<file path="src/rtl/mem_access_unit.sv">
// Data-memory initiator for MIPS byte/half/word loads and stores.
// Sub-word stores use read-modify-write since the memory has no byte enables.
module mem_access_unit #(
  parameter int ADDR_W = 12
) (
  input  logic              clk,
  input  logic              rst,
  input  logic              req_valid,
  output logic              req_ready,
  input  logic              req_write,
  input  logic [1:0]        req_size,
  input  logic              req_signed,
  input  logic [31:0]       req_addr,
  input  logic [31:0]       req_wdata,
  output logic              resp_done,
  output logic              resp_err,
  output logic [31:0]       resp_rdata,
  output logic [ADDR_W-1:0] mem_pos,
  output logic [31:0]       mem_data,
  output logic              mem_wr,
  input  logic [31:0]       mem_rdata
);

  typedef enum logic [1:0] {IDLE, ACCESS, MERGE_WR, DONE} state_t;

  state_t            state, state_nxt;
  logic [ADDR_W-1:0] addr_q, mem_pos_q;
  logic [31:0]       wdata_q, mem_data_q, rdata_q;
  logic              write_q, signed_q, err_q;
  logic [1:0]        size_q;
  logic              accept, req_err;
  logic [7:0]        ld_byte;
  logic [15:0]       ld_half;
  logic [31:0]       ld_val, st_merged;
  logic              unused_addr_hi;

  assign unused_addr_hi = ^req_addr[31:ADDR_W];
  assign accept         = (state == IDLE) && req_valid;

  always_comb begin
    req_err = 1'b0;
    case (req_size)
      2'b01:   req_err = req_addr[0];
      2'b10:   req_err = (req_addr[1:0] != 2'b00);
      2'b11:   req_err = 1'b1;
      default: req_err = 1'b0;
    endcase
  end

  // Lane extraction for loads and lane insertion for sub-word stores
  always_comb begin
    ld_byte = mem_rdata[7:0];
    case (addr_q[1:0])
      2'd1:    ld_byte = mem_rdata[15:8];
      2'd2:    ld_byte = mem_rdata[23:16];
      2'd3:    ld_byte = mem_rdata[31:24];
      default: ld_byte = mem_rdata[7:0];
    endcase
    ld_half = addr_q[1] ? mem_rdata[31:16] : mem_rdata[15:0];
    case (size_q)
      2'b00:   ld_val = {{24{signed_q & ld_byte[7]}}, ld_byte};
      2'b01:   ld_val = {{16{signed_q & ld_half[15]}}, ld_half};
      default: ld_val = mem_rdata;
    endcase

    st_merged = mem_rdata;
    if (size_q == 2'b00) begin
      case (addr_q[1:0])
        2'd1:    st_merged[15:8]  = wdata_q[7:0];
        2'd2:    st_merged[23:16] = wdata_q[7:0];
        2'd3:    st_merged[31:24] = wdata_q[7:0];
        default: st_merged[7:0]   = wdata_q[7:0];
      endcase
    end else if (addr_q[1]) begin
      st_merged[31:16] = wdata_q[15:0];
    end else begin
      st_merged[15:0] = wdata_q[15:0];
    end
  end

  always_ff @(posedge clk or posedge rst) begin
    if (rst) state <= IDLE;
    else     state <= state_nxt;
  end

  always_comb begin
    state_nxt = state;
    req_ready = 1'b0;
    resp_done = 1'b0;
    resp_err  = 1'b0;
    mem_wr    = 1'b0;
    case (state)
      IDLE: begin
        req_ready = 1'b1;
        if (req_valid) state_nxt = req_err ? DONE : ACCESS;
      end
      ACCESS: begin
        if (write_q && size_q != 2'b10) begin
          state_nxt = MERGE_WR;
        end else begin
          mem_wr    = write_q;
          state_nxt = DONE;
        end
      end
      MERGE_WR: begin
        mem_wr    = 1'b1;
        state_nxt = DONE;
      end
      DONE: begin
        resp_done = 1'b1;
        resp_err  = err_q;
        state_nxt = IDLE;
      end
      default: state_nxt = IDLE;
    endcase
  end

  // mem_pos/mem_data only move on a valid accept so an error leaves the bus untouched
  always_ff @(posedge clk or posedge rst) begin
    if (rst) begin
      addr_q     <= '0;
      wdata_q    <= '0;
      write_q    <= 1'b0;
      size_q     <= 2'b00;
      signed_q   <= 1'b0;
      err_q      <= 1'b0;
      mem_pos_q  <= '0;
      mem_data_q <= '0;
      rdata_q    <= '0;
    end else begin
      if (accept) begin
        addr_q   <= req_addr[ADDR_W-1:0];
        wdata_q  <= req_wdata;
        write_q  <= req_write;
        size_q   <= req_size;
        signed_q <= req_signed;
        err_q    <= req_err;
        if (!req_err) begin
          mem_pos_q <= req_addr[ADDR_W-1:0];
          if (req_write && req_size == 2'b10) mem_data_q <= req_wdata;
        end
      end
      if (state == ACCESS) begin
        if (!write_q)              rdata_q    <= ld_val;
        else if (size_q != 2'b10)  mem_data_q <= st_merged;
      end
    end
  end

  assign mem_pos    = mem_pos_q;
  assign mem_data   = mem_data_q;
  assign resp_rdata = rdata_q;

endmodule

</file>
<file path="config.mk">
export PLATFORM = sky130hd
export DESIGN_NAME = mem_access_unit
export DESIGN_NICKNAME = d
export VERILOG_FILES = /design/src/rtl/mem_access_unit.sv
export SDC_FILE = /design/constraint.sdc
export NUM_CORES = 1
export LEC_CHECK = 0
export CAP_MARGIN = 0
export CORE_ASPECT_RATIO = 1.75
export CORE_MARGIN = 5
export CORE_UTILIZATION = 44
export DETAILED_ROUTE_END_ITERATION = 10
export PLACE_DENSITY = 0.77
export SETUP_SLACK_MARGIN = 0.1
export SYNTH_ARGS = -nofsm -noshare
export SYNTH_HDL_FRONTEND = slang
export SYNTH_SLANG_ARGS = --single-unit
</file>
<file path="constraint.sdc">
create_clock -name clk -period 6.3 [get_ports clk]
set_input_delay 1.89 -clock clk [delete_from_list [all_inputs] [get_ports clk]]
set_output_delay 1.89 -clock clk [all_outputs]
set_load 0.01 [all_outputs]
</file>
Word level (Yosys, flattened, before mapping)
Index checks and enable logic that the tools add are counted.
{ "op_classes": {"addsub": 0, "multipliers": 0, "div_mod_pow": 0, "order_cmp": 0, "n_eq_ne": 12, "shift": 0, "muxes": 26, "n_bitwise": 4, "n_reduce_logical": 9} }
{ "op_table": {"columns": ["cell", "n"], "rows": [
  ["$mux W32", 7],
  ["$pmux W32 S2", 1],
  ["$mux W16", 3],
  ["$mux W8", 4],
  ["$pmux W8 S3", 1],
  ["$eq A2 B2 Y1 const B", 6],
  ["$eq A2 B1 Y1 const B", 4],
  ["$pmux W2 S4", 1],
  ["$mux W1", 5],
  ["$logic_not A2 Y1", 2],
  ["$mux W2", 2],
  ["$ne A2 B2 Y1 const B", 2],
  ["$reduce_and A2 Y1", 2],
  ["$logic_and A1 B1 Y1", 3],
  ["$pmux W1 S3", 1],
  ["$reduce_or A3 Y1", 1],
  ["$and A1 B1 Y1", 2],
  ["$not A1 Y1", 2],
  ["$pmux W1 S2", 1],
  ["$reduce_bool A2 Y1", 1]
]} }
{ "word_totals": {"register_bits": 101, "latch_bits": 0, "ram_bits": 0, "mem_bits_ro": 0, "mem_count": 0} }

Longest topological paths before layout
{ "logic_depth": {"ltp_word": 8, "ltp_mapped": 8, "mapped_depth_nobuf": 6} }

Least setup slack after synthesis
OpenSTA, ideal clock, no wires.
{ "synth_timing": {"path_kind": "flip-flop to output port", "start": "reg state[1]", "end": "out mem_wr", "arrival_ns": 1.355, "required_time_ns": 4.410, "slack_ns": 3.055, "path_stages_with_launch": 7, "n_path_buf": 1, "path_cell_list": "dfrtp_1 > inv_1 > ha_1 > nand2_1 > clkbuf_1 > nor2_1 > o21a_1"} }
{ "synth_between": {"elab_chain_cells": 2} }
{ "synth_rtl": {"columns": ["element", "line_no", "text"], "rows": [
  ["start: declaration", "26", "state_t state, state_nxt;"],
  ["start signal: assignment", "83", "else state <= state_nxt;"],
  ["$eq A2 B2 Y1 / $eq A2 B1 Y1 (equally long branches)", "92", "case (state)"],
  ["$pmux W1 S2 *", "92", null],
  ["end: declaration", "20", "output logic mem_wr,"]
]} }
Every way passes the cells marked *; elsewhere a longest branch is shown, timed or not.

Worst setup path after layout
Same ends and word-level chain as after synthesis.

==> results.md <==
- DRT antenna net count: 0
- Max cap viols: 0
- Hold_sp: resp_rdata[24]$_DFFE_PP0P_
- Vias per inst: 5.84
- PD cells: 513 nW/µm²
- #FFs+latches synth: 101
- GRT Max-Usage Layer: met2
- Most common flop cell mapped by yosys: dfrtp_1
- # nets final: 828
- Mapped Cells: 586
- Worst hold path type: reg2reg
- DRT Wirelength: 18.1 mm
- Via count of the routed design: 5214
- Syn_nets: 694
- Crit path time final: 4.32 ns
- Part of the cycle the worst path needs: 68.6%
- Max Fclk: 231 MHz
- Switch share: approximately two fifths
- Largest net degree at the start of global routing: 65
- Count of pins over their slew limit: 0
- Clock Power Share: 14.9%
- Initial antenna violation count: 0
- Critical Path RT: around 4.4 ns
- Routing usage on met3: around 4.7%
- Synth cell count leaders: dfrtp_1, a21oi_1, nand2_1
- Worst vdd ir: 244 µV
- Routability cong.: 0.917
- Flop pwr share: 32.2%
- DIE WIDTH: 94.5 µm
- Synth area leaders: dfrtp_1, a21oi_1, mux2_2, mux2i_1, o21ai_0
- Maximum fanout along the worst path: 14
- Crit path from: state[1]$_DFFE_PP0P_
- CTS Root Cell: clkbuf_16
- Num ports: 183
- Hold Buf Count CTS: 0
- DRC: 0
- CP Launch Type: flop
- Vias in the first global route: ~5400
- Die area: 14900 µm²
- Initial DRC count: between 400 and 500
- EDFF count, synth: 0
- LEAKAGE: 3.25 nW
- Cell accounting for the most synthesized area: dfrtp_1
- Grt met1 use: 27.9%
- Reg-to-Reg Start: addr_q[1]$_DFFE_PP0N_
- Die H: 158 µm
- Final Util: 60.6%
- Most numerous cell in the Yosys netlist: dfrtp_1
- Share of cells above drive strength 1: 10.6%
- Crit path kind: reg2out
- GRT overflow: 0
- P_int: 2.28 mW
- Worst-path clk slew: 0.07 ns
- Num CTS Buffers: 9
- Yosys cell types: 44
- Combinational share of power: 52.9%
- Number of cells upsized or downsized after cts: 0
- Final hold vios: 0
- Area Overhead vs Synth: 36.3%
- Synth top area share: 46.0%
- H-Tree Depth: 3
- Overall routing resource usage: 24.8%
- GR Layer Usage met2: 42.4%
- Skew final: between 0.01 and 0.015 ns
- Yosys warning count: 0
- # port buffers: 162
- Ys async rst share: 100%
- Diode count: 0
- Area of the core: approximately 12000 µm²
- # rows: 54
- Status: complete, no violations
- First-pass GRT wire length: 28.3 mm
- CTS Sinks: 101
- Setup Viol. Count Final: 0
- Worst slew pin tran: about 1.2 ns
- Total net switching power: ~1.6 mW
- Critical Path AT: between 2 and 2.5 ns
- WL/cell: slightly above 20 µm
- Register area share after synthesis: about 46%
- Setup Buffers After CTS: 0
- Setup TNS after final layout: 0 ns
- Syn Std Cell Area: 5500 µm²
- Syn_area_per_cell: 9.38 µm²
- Later-pin clock latency in the skew report: 0.35 ns
- Post-DP HPWL: ~14 mm
- Nature of the critical path endpoint: output port
- Max clock buf depth: 2
- Initial Utilization: about 44%
- First-pass DRT Iterations: 5
- Slew headroom: 17.8%
- RSZ-0062 raised after global routing: false
- CTS tree: built
## kinds of logic (layout without fill, tap and decap cells)
group	Yosys count	in the layout	synth area share, %
adder cells (fa/ha/maj)	5	5	1.14
AND/OR/NAND/NOR	149	149	12.8
multiplexers	64	64	12.6
flip-flops	101	101	46.0
AO/OA/AOI/OAI	195	195	21.9
buffers and inverters	72	211	5.53
## path summary, 6_finish.rpt
| path | to | cells after the start | slack (ns) |
|---|---|---|---|
| worst max-delay path | mem_wr | 6 | 1.98 |
| worst min-delay path | resp_rdata[24]$_DFFE_PP0P_ | 2 | 0.49 |
| worst max register to register | mem_data[24]$_DFF_PP0_ | 5 | 3.70 |
| worst min register to register | resp_rdata[24]$_DFFE_PP0P_ | 2 | 0.49 |
| max in group asynchronous | resp_rdata[7]$_DFFE_PP0P_ | 3 | 3.23 |
| min in group asynchronous | mem_data[27]$_DFF_PP0_ | 2 | 2.04 |
## final cells by class
class                      count  area (µm²)
clock buffer                  11         243
clock inverter                 5        60.1
fill                        1084        4870
inverter                      25        96.3
multi-input combinational    413        2670
sequential                   101        2530
tap                          168         210
timing repair buffer         170        1680
## stage by stage
stage / power [mW] / instance area [µm²] / instances / hold slack [ns] / worst slack (ns)
2_1_floorplan: 2.37 / 5500 / 586 / 0.442 / 1.76
3_3_place_gp: 3.20 / 7190 / 877 / 0.476 / 2.33
3_5_place_dp: 3.27 / 7190 / 877 / 0.483 / 2.28
4_1_cts: 3.85 / 7490 / 893 / 0.499 / 1.98
5_1_grt: 4.10 / 7490 / 893 / 0.524 / 1.85
6_report: 3.85 / 7490 / 893 / 0.493 / 1.98
## worst max-delay path, stage by stage (launching register included)
cell,delay (ns)
dfrtp_1,0.41
inv_1,0.12
ha_1,0.27
nand2_1,0.37
nor2_1,0.25
o21a_1,0.13
clkdlybuf4s50_1,0.53
## power by group through the flow
stage,clock network [mW],logic (mW),registers (mW)
floorplan,0,1.11,1.27
global placement,0,1.97,1.22
detailed placement,0,2.03,1.25
CTS,0.575,2.04,1.24
global route,0.603,2.22,1.28
finish,0.573,2.03,1.24
## routing by layer
layer / part of all wire [%] / up-vias
met5: 0 / -
met4: 6.9 / 0
met3: 6.4 / 73
met2: 51 / 253
met1: 36 / 2517
li1: - / 2371
## flip-flops by register name, summed over array words and instances (netlist names)
name and count:
mem_data 32, resp_rdata 32, wdata_q 16, mem_pos 12, addr_q 2, size_q 2, state 2, err_q 1
signed_q 1, write_q 1
## cell usage in the layout (no fill, tap or decap), drive strengths merged, types with 10 or more instances in the layout
master and n:
dfrtp 101, o31ai 12, clkdlybuf4s50 162, o22ai 17
o21ai 50, clkbuf 11, nor2 38, nand2 57
inv 24, nand3 10, mux2i 32, mux2 31
and3 10, a21oi 70
(Power assumes the default switching activity.)
